File: src/rtl/weight_sink_2.sv
// Coefficient bank loader: fills a MEM_SIZE-entry RAM from a FWFT FIFO and
// holds it for a downstream engine until the engine releases the bank.
module weight_sink_2 #(
  parameter int COEFF_WIDTH = 16,
  parameter int MEM_SIZE    = 9,
  localparam int AW = $clog2(MEM_SIZE),
  localparam int CW = $clog2(MEM_SIZE + 1)
) (
  input  logic                   ap_clk,
  input  logic                   ap_rst,
  input  logic [COEFF_WIDTH-1:0] input_V_dout,
  input  logic                   input_V_empty_n,
  output logic                   input_V_read,
  input  logic                   start,
  input  logic                   bank_release,  // downstream engine is done with the bank
  output logic                   ready,
  input  logic [AW-1:0]          rd_address,
  input  logic                   rd_ce,
  output logic [COEFF_WIDTH-1:0] rd_q,
  output logic [CW-1:0]          load_count
);

  // state   | meaning
  // S_IDLE  | no load in progress, bank not offered downstream
  // S_LOAD  | popping the FIFO into mem[load_count]
  // S_READY | bank complete, waiting for release
  typedef enum logic [1:0] {
    S_IDLE  = 2'd0,
    S_LOAD  = 2'd1,
    S_READY = 2'd2
  } state_t;

  localparam logic [CW-1:0] LAST_IDX = CW'(MEM_SIZE - 1);

  state_t                 state_q, state_d;
  logic [CW-1:0]          count_q, count_d;
  logic                   ready_q, ready_d;
  logic [COEFF_WIDTH-1:0] rd_q_q, rd_q_d;
  logic                   wr_en;
  logic [AW-1:0]          wr_addr;
  logic                   rd_in_range;

  logic [COEFF_WIDTH-1:0] mem [MEM_SIZE];

  assign input_V_read = (state_q == S_LOAD) && input_V_empty_n;
  assign ready        = ready_q;
  assign load_count   = count_q;
  assign rd_q         = rd_q_q;
  assign wr_addr      = count_q[AW-1:0];
  assign rd_in_range  = int'(rd_address) < MEM_SIZE;

  always_comb begin
    state_d = state_q;
    count_d = count_q;
    wr_en   = 1'b0;
    case (state_q)
      S_IDLE: begin
        if (start) begin
          state_d = S_LOAD;
          count_d = '0;
        end
      end
      S_LOAD: begin
        if (input_V_empty_n) begin
          wr_en   = 1'b1;
          count_d = count_q + CW'(1);
          if (count_q == LAST_IDX) begin
            state_d = S_READY;
          end
        end
      end
      S_READY: begin
        if (bank_release) begin
          if (start) begin
            state_d = S_LOAD;
            count_d = '0;
          end else begin
            state_d = S_IDLE;
          end
        end
      end
      default: begin
        state_d = S_IDLE;
      end
    endcase
    ready_d = (state_d == S_READY);
  end

  // Out-of-range reads return zero rather than aliasing into the array.
  always_comb begin
    rd_q_d = rd_q_q;
    if (rd_ce) begin
      rd_q_d = rd_in_range ? mem[rd_address] : '0;
    end
  end

  always_ff @(posedge ap_clk or posedge ap_rst) begin
    if (ap_rst) begin
      state_q <= S_IDLE;
      count_q <= '0;
      ready_q <= 1'b0;
      rd_q_q  <= '0;
    end else begin
      state_q <= state_d;
      count_q <= count_d;
      ready_q <= ready_d;
      rd_q_q  <= rd_q_d;
    end
  end

  // Storage is never reset; a same-edge read sees the pre-write contents.
  always_ff @(posedge ap_clk) begin
    if (wr_en) begin
      mem[wr_addr] <= input_V_dout;
    end
  end

endmodule

File: config.mk
export PLATFORM = sky130hd
export DESIGN_NAME = weight_sink_2
export DESIGN_NICKNAME = d
export VERILOG_FILES = /design/src/rtl/weight_sink_2.sv
export SDC_FILE = /design/constraint.sdc
export NUM_CORES = 1
export LEC_CHECK = 0
export CORE_MARGIN = 2
export CORE_UTILIZATION = 45
export CTS_CLUSTER_SIZE = 20
export DETAILED_ROUTE_END_ITERATION = 10
export GPL_TIMING_DRIVEN = 0
export MAX_ROUTING_LAYER = met4
export PLACE_DENSITY = 0.64
export REMOVE_ABC_BUFFERS = 1
export SYNTH_ARGS = -nofsm -noshare
export SYNTH_HDL_FRONTEND = slang
export SYNTH_SLANG_ARGS = --single-unit
File: constraint.sdc
create_clock -name ap_clk -period 3.1 [get_ports ap_clk]
set_input_delay 0.465 -clock ap_clk [delete_from_list [all_inputs] [get_ports ap_clk]]
set_output_delay 0.465 -clock ap_clk [all_outputs]
set_load 0.02 [all_outputs]
## After elaboration in Yosys (flattened, before gate mapping)

Memory sizes are Yosys's and may differ from the RTL's.
Index checks and enable logic that the tools add are counted.
W data, S select, Z words.

| storage, ports and cells | value |
|---|---|
| latch bits | 0 |
| bits in registers | 23 |
| memories kept | 1 |
| input port bits | 26 |
| ROM bits | 0 |
| RAM bits | 144 |
| output and inout bits | 22 |

Memories:

| name | words | bits a word | rd ports | clocked after Yosys merged registers in | wr ports | RTL line | RTL |
|---|---|---|---|---|---|---|---|
| mem | 9 | 16 | 1 | 0 | 1 | 43 | `logic [COEFF_WIDTH-1:0] mem [MEM_SIZE];` |

| cells by class | value |
|---|---|
| reductions and logical operators | 4 |
| multipliers | 0 |
| eq/ne operators | 6 |
| shift-type cells | 0 |
| magnitude comparators | 1 |
| muxes and demuxes | 15 |
| bitwise logic cells | 0 |
| div/mod/pow operators | 0 |
| add/sub/neg operators | 1 |

Operators by type and width:

| kind | number |
|---|---|
| $mux W16 | 1 |
| $mux W4 | 3 |
| $pmux W4 S3 | 1 |
| $mux W2 | 4 |
| $pmux W2 S3 | 1 |
| $mux W1 | 5 |
| $add A4 B1 Y4 const B | 1 |
| $eq A2 B2 Y1 const B | 2 |
| $eq A4 B4 Y1 const B | 1 |
| $lt A4 B4 Y1 const B | 1 |
| $ne A2 B2 Y1 const B | 2 |
| $reduce_and A3 Y1 | 1 |
| $reduce_bool A3 Y1 | 1 |
| $eq A2 B1 Y1 const B | 1 |
| $logic_not A2 Y1 | 1 |
| $logic_and A1 B1 Y1 | 1 |

## Longest topological paths before layout

| logic depth | value |
|---|---|
| depth in word-level cells | 5 |
| mapped depth | 7 |
| gate-level depth less buffers | 5 |

## Worst setup path before layout

Ideal clock, no wire load.

| timing | value |
|---|---|
| path kind | register to register |
| start | register count_q[0] (netlist: load_count[0]) |
| end | memory mem[3][0], enable pin |
| stages on the path, launching flop included | 4 |
| data arrival time | 2.406 ns |
| setup time | 0.430 ns |
| buffers on the path | 0 |
| slack | 0.264 ns |
| clock period less this slack | 2.836 ns |
| cell sequence | dfrtp_1 ha_1 inv_1 nor4_1 |

RTL lines:

| item | RTL line | RTL |
|---|---|---|
| start, declared | 36 | `logic [CW-1:0] count_q, count_d;` |
| start signal, assigned | 105 | `count_q <= count_d;` |
| end, declared | 43 |  |

Straight into the memory's write port.

## Final worst setup path

| timing | value |
|---|---|
| start | input rd_address[2] |
| end | register rd_q_q[9] (netlist: rd_q[9]) |

| between the ends | value |
|---|---|
| cells in the longest elaborated chain, start to end | 2 |
| elaborated cells between the ends (all ways) | 3 |

RTL lines:

| item | RTL line | RTL |
|---|---|---|
| start, declared | 17 | `input logic [AW-1:0] rd_address,` |
| $mem_v2 Z9 W16 / $lt A4 B4 Y1 (equally long branches) | -- |  |
| $mux W16 * | 93 | `rd_q_d = rd_in_range ? mem[rd_address] : '0;` |
| end signal, assigned | 107 | `rd_q_q <= rd_q_d;` |
| end, declared | 38 | `logic [COEFF_WIDTH-1:0] rd_q_q, rd_q_d;` |

Mark *: on every way between the ends. The rest lies on a longest branch, timed or not.
A chain may end at the register's enable or synchronous reset.

==> metrics.yaml <==
outcome: "finished, final reports clean"
power_density_nw_per_um2: 721
dp_slack_ns: -0.0861
yosysMostFrequentCell: "edfxtp_1"
crit_fanout: 14
h-tree-depth: 4
fin_worst_skew_ns: 0.00632
row_count: 44
setup_viol: 0
r2r-end: "mem[5][13]"
grt_max_degree: 29
finalWirelength_um: 13300
antenna_found_initial: 0
hold_buffers: 0
synth_cell_types: 39
syn_inst: 366
num_vias: 3454
area_growth_syn_to_layout_pct: 19.0
synth_area_per_cell_um2: 17.9
r2r_setup_slack_ns: 0.69
synth_warnings: 0
hold_path_depth: 1
setup_tns_ns: 0
worst-r2r-cell-count: 3
ys_seq_elements: 167
ant_nets: 0
cp-end-kind: "register"
rsz0062_at_grt: "false"
pwr-share-comb_pct: 12.9
core_area_um2: 14400
synth_top_area_share_pct: 65.9
cts_buffers: 17
swShare_pct: 23.5
grt_usage_pct: 18.3
intPower_uw: 4310
async_reset_ff_share_pct: 13.8
antenna_cells: 0
die_w_um: 125
io_buffers: 47
yosysSeqAreaShare_pct: 74.6
p_leak_uw: 0.00273
synth_common_cells: "144 x edfxtp_1, 31 x mux2i_1, 23 x dfrtp_1"
vias_per_cell: 5.62
report.final.slew_viol_count: 0
period_needed_ns: 2.75
holdCritPathClass: "register to register"
cts-resized-gates: 0
peakVddDrop_mv: 0.367
initial_core_util_pct: 45.7
endpoint: "rd_q[9]"
drt-pass1-iter-count: 4
drtIter0Drc: 398
fin_crit_sh_pct: 88.7
cp.arrival_ns: 3.10
gp_congestion: 0.772
cts_sinks: 167
max_cap_violations: 0
max_slew.worst_pin.slew_ns: 1.20
switchingPower_uw: 1320
clock.fmax_mhz: 364
crit_path_start_kind: "primary input"
crit_type: "primary input to register"
clockRootBuffer: "clkbuf_16"
syn_area_um2: 6560
place_inst: 583
startpoint: "rd_address[2]"
cts_setup_buffers: 0
setup_ws_ns: 0.350
cts_tree: "yes"
nNetsFinal: 448
num_io_pins: 48
post-dp-hpwl_um: 7760
placed_area_um2: 7230
r2r_start: "state_q[1]"
die_h_um: 125
clk_pin_slew_ns: 0.06
wl_per_cell_um: 21.7
grt_pass1_vias: 3603
synth_edf_count: 144
p_seq_share_pct: 50.5
cts_max_path_buffers: 2
synth_flop_cell: "edfxtp_1"
grt_pass1_wl_um: 20400
stdcell_count: 615
drc_errors: 0
clkPwrFrac_pct: 36.6
holdWs_ns: 0.480
critPathRequiredTime_ns: 3.45
final_area_um2: 7810
hold_viol: 0
slew_headroom_pct: 19.6
clk_latency_ns: 0.42
yosys-top-cells-area: "edfxtp_1 66%, dfrtp_1 8.8%, mux2i_1 4.7%"
overflow: 0
dieArea_um2: 15600
yosys.area.top_type: "edfxtp_1"
drive_above_1_share_pct: 14.4
-- power groups by stage --
stage / logic (uW) / clock network (uW) / registers (uW)
global route: 790 / 2170 / 2870
finish: 726 / 2060 / 2850
detailed placement: 735 / 0 / 2890
global placement: 713 / 0 / 2880
CTS: 738 / 2090 / 2850
floorplan: 344 / 0 / 2920
-- how the worst min path moves through the flow --
stage	end	slack, ns	from
after global routing	rd_q[3]	0.49	mem[8][3]
after floorplan	rd_q[10]	0.46	mem[8][10]
after CTS	rd_q[3]	0.48	mem[8][3]
final	rd_q[15]	0.48	mem[8][15]
after global placement	rd_q[10]	0.46	mem[8][10]
after detailed placement	rd_q[15]	0.47	mem[8][15]
-- per-layer routing --
| metal | global-route usage [%] | vias up | part of all wire [%] |
|---|---|---|---|
| met5 | - | - | 0 |
| met4 | 6.08 | 0 | 1.5 |
| met3 | 4.81 | 20 | 4.8 |
| met2 | 27.8 | 94 | 48 |
| met1 | 24.2 | 1766 | 45 |
| li1 | - | 1574 | - |
-- worst max-delay path: stages --
cell and delay [ns]:
clkdlybuf4s50_1 0.76, or2_1 0.57, nor3b_4 0.51, and2_1 0.54, a221o_1 0.25
-- logic make-up (layout without fill, tap and decap cells) --
group	Yosys count	in the layout	share of synthesized area [%]
DFF	167	167	74.6
AOI/OAI and AO/OA	64	64	7.15
muxes	57	57	10.9
and+or+nand+nor	40	40	3.95
buffers and inverters	34	99	2.59
adders and majority gates	4	4	0.763
-- state kept, by name, summed over array words and instances, names as in the netlist --
register and cells:
load_count 4, mem 144, rd_q 16, ready 1, state_q 2
-- cells in the final DEF, fill, tap and decap left out, drive strengths merged, types with 2 or more instances in the layout --
cell type      instances
a21o                   2
a21oi                  7
a221o                  9
a221oi                 8
and2                   8
buf                    8
bufinv                 3
clkbuf                20
clkdlybuf4s50         45
clkinv                 8
dfrtp                 23
edfxtp               144
ha                     4
inv                   14
mux2                  17
mux2i                 31
mux4                   9
nand2                  4
nand4b                 3
nor2b                 13
nor3b                  3
o21ai                  4
o221ai                 7
o22ai                 22
or2                    2
-- through the flow --
stage               total power (uW)  utilization (%)
global placement                3590             49.7
floorplan                       3260                -
detailed placement              3630             50.3
CTS                             5670             54.4
global route                    5840             54.4
finish                          5630             54.4
-- final cells by class --
cell class | instances | area (um^2)
fill | 1094 | 6560
sequential | 167 | 4900
multi-input combinational | 165 | 1510
timing repair buffer | 53 | 541
clock buffer | 20 | 447
tap | 184 | 230
clock inverter | 12 | 133
inverter | 14 | 52.6
Power figures use the tool's default switching activity.
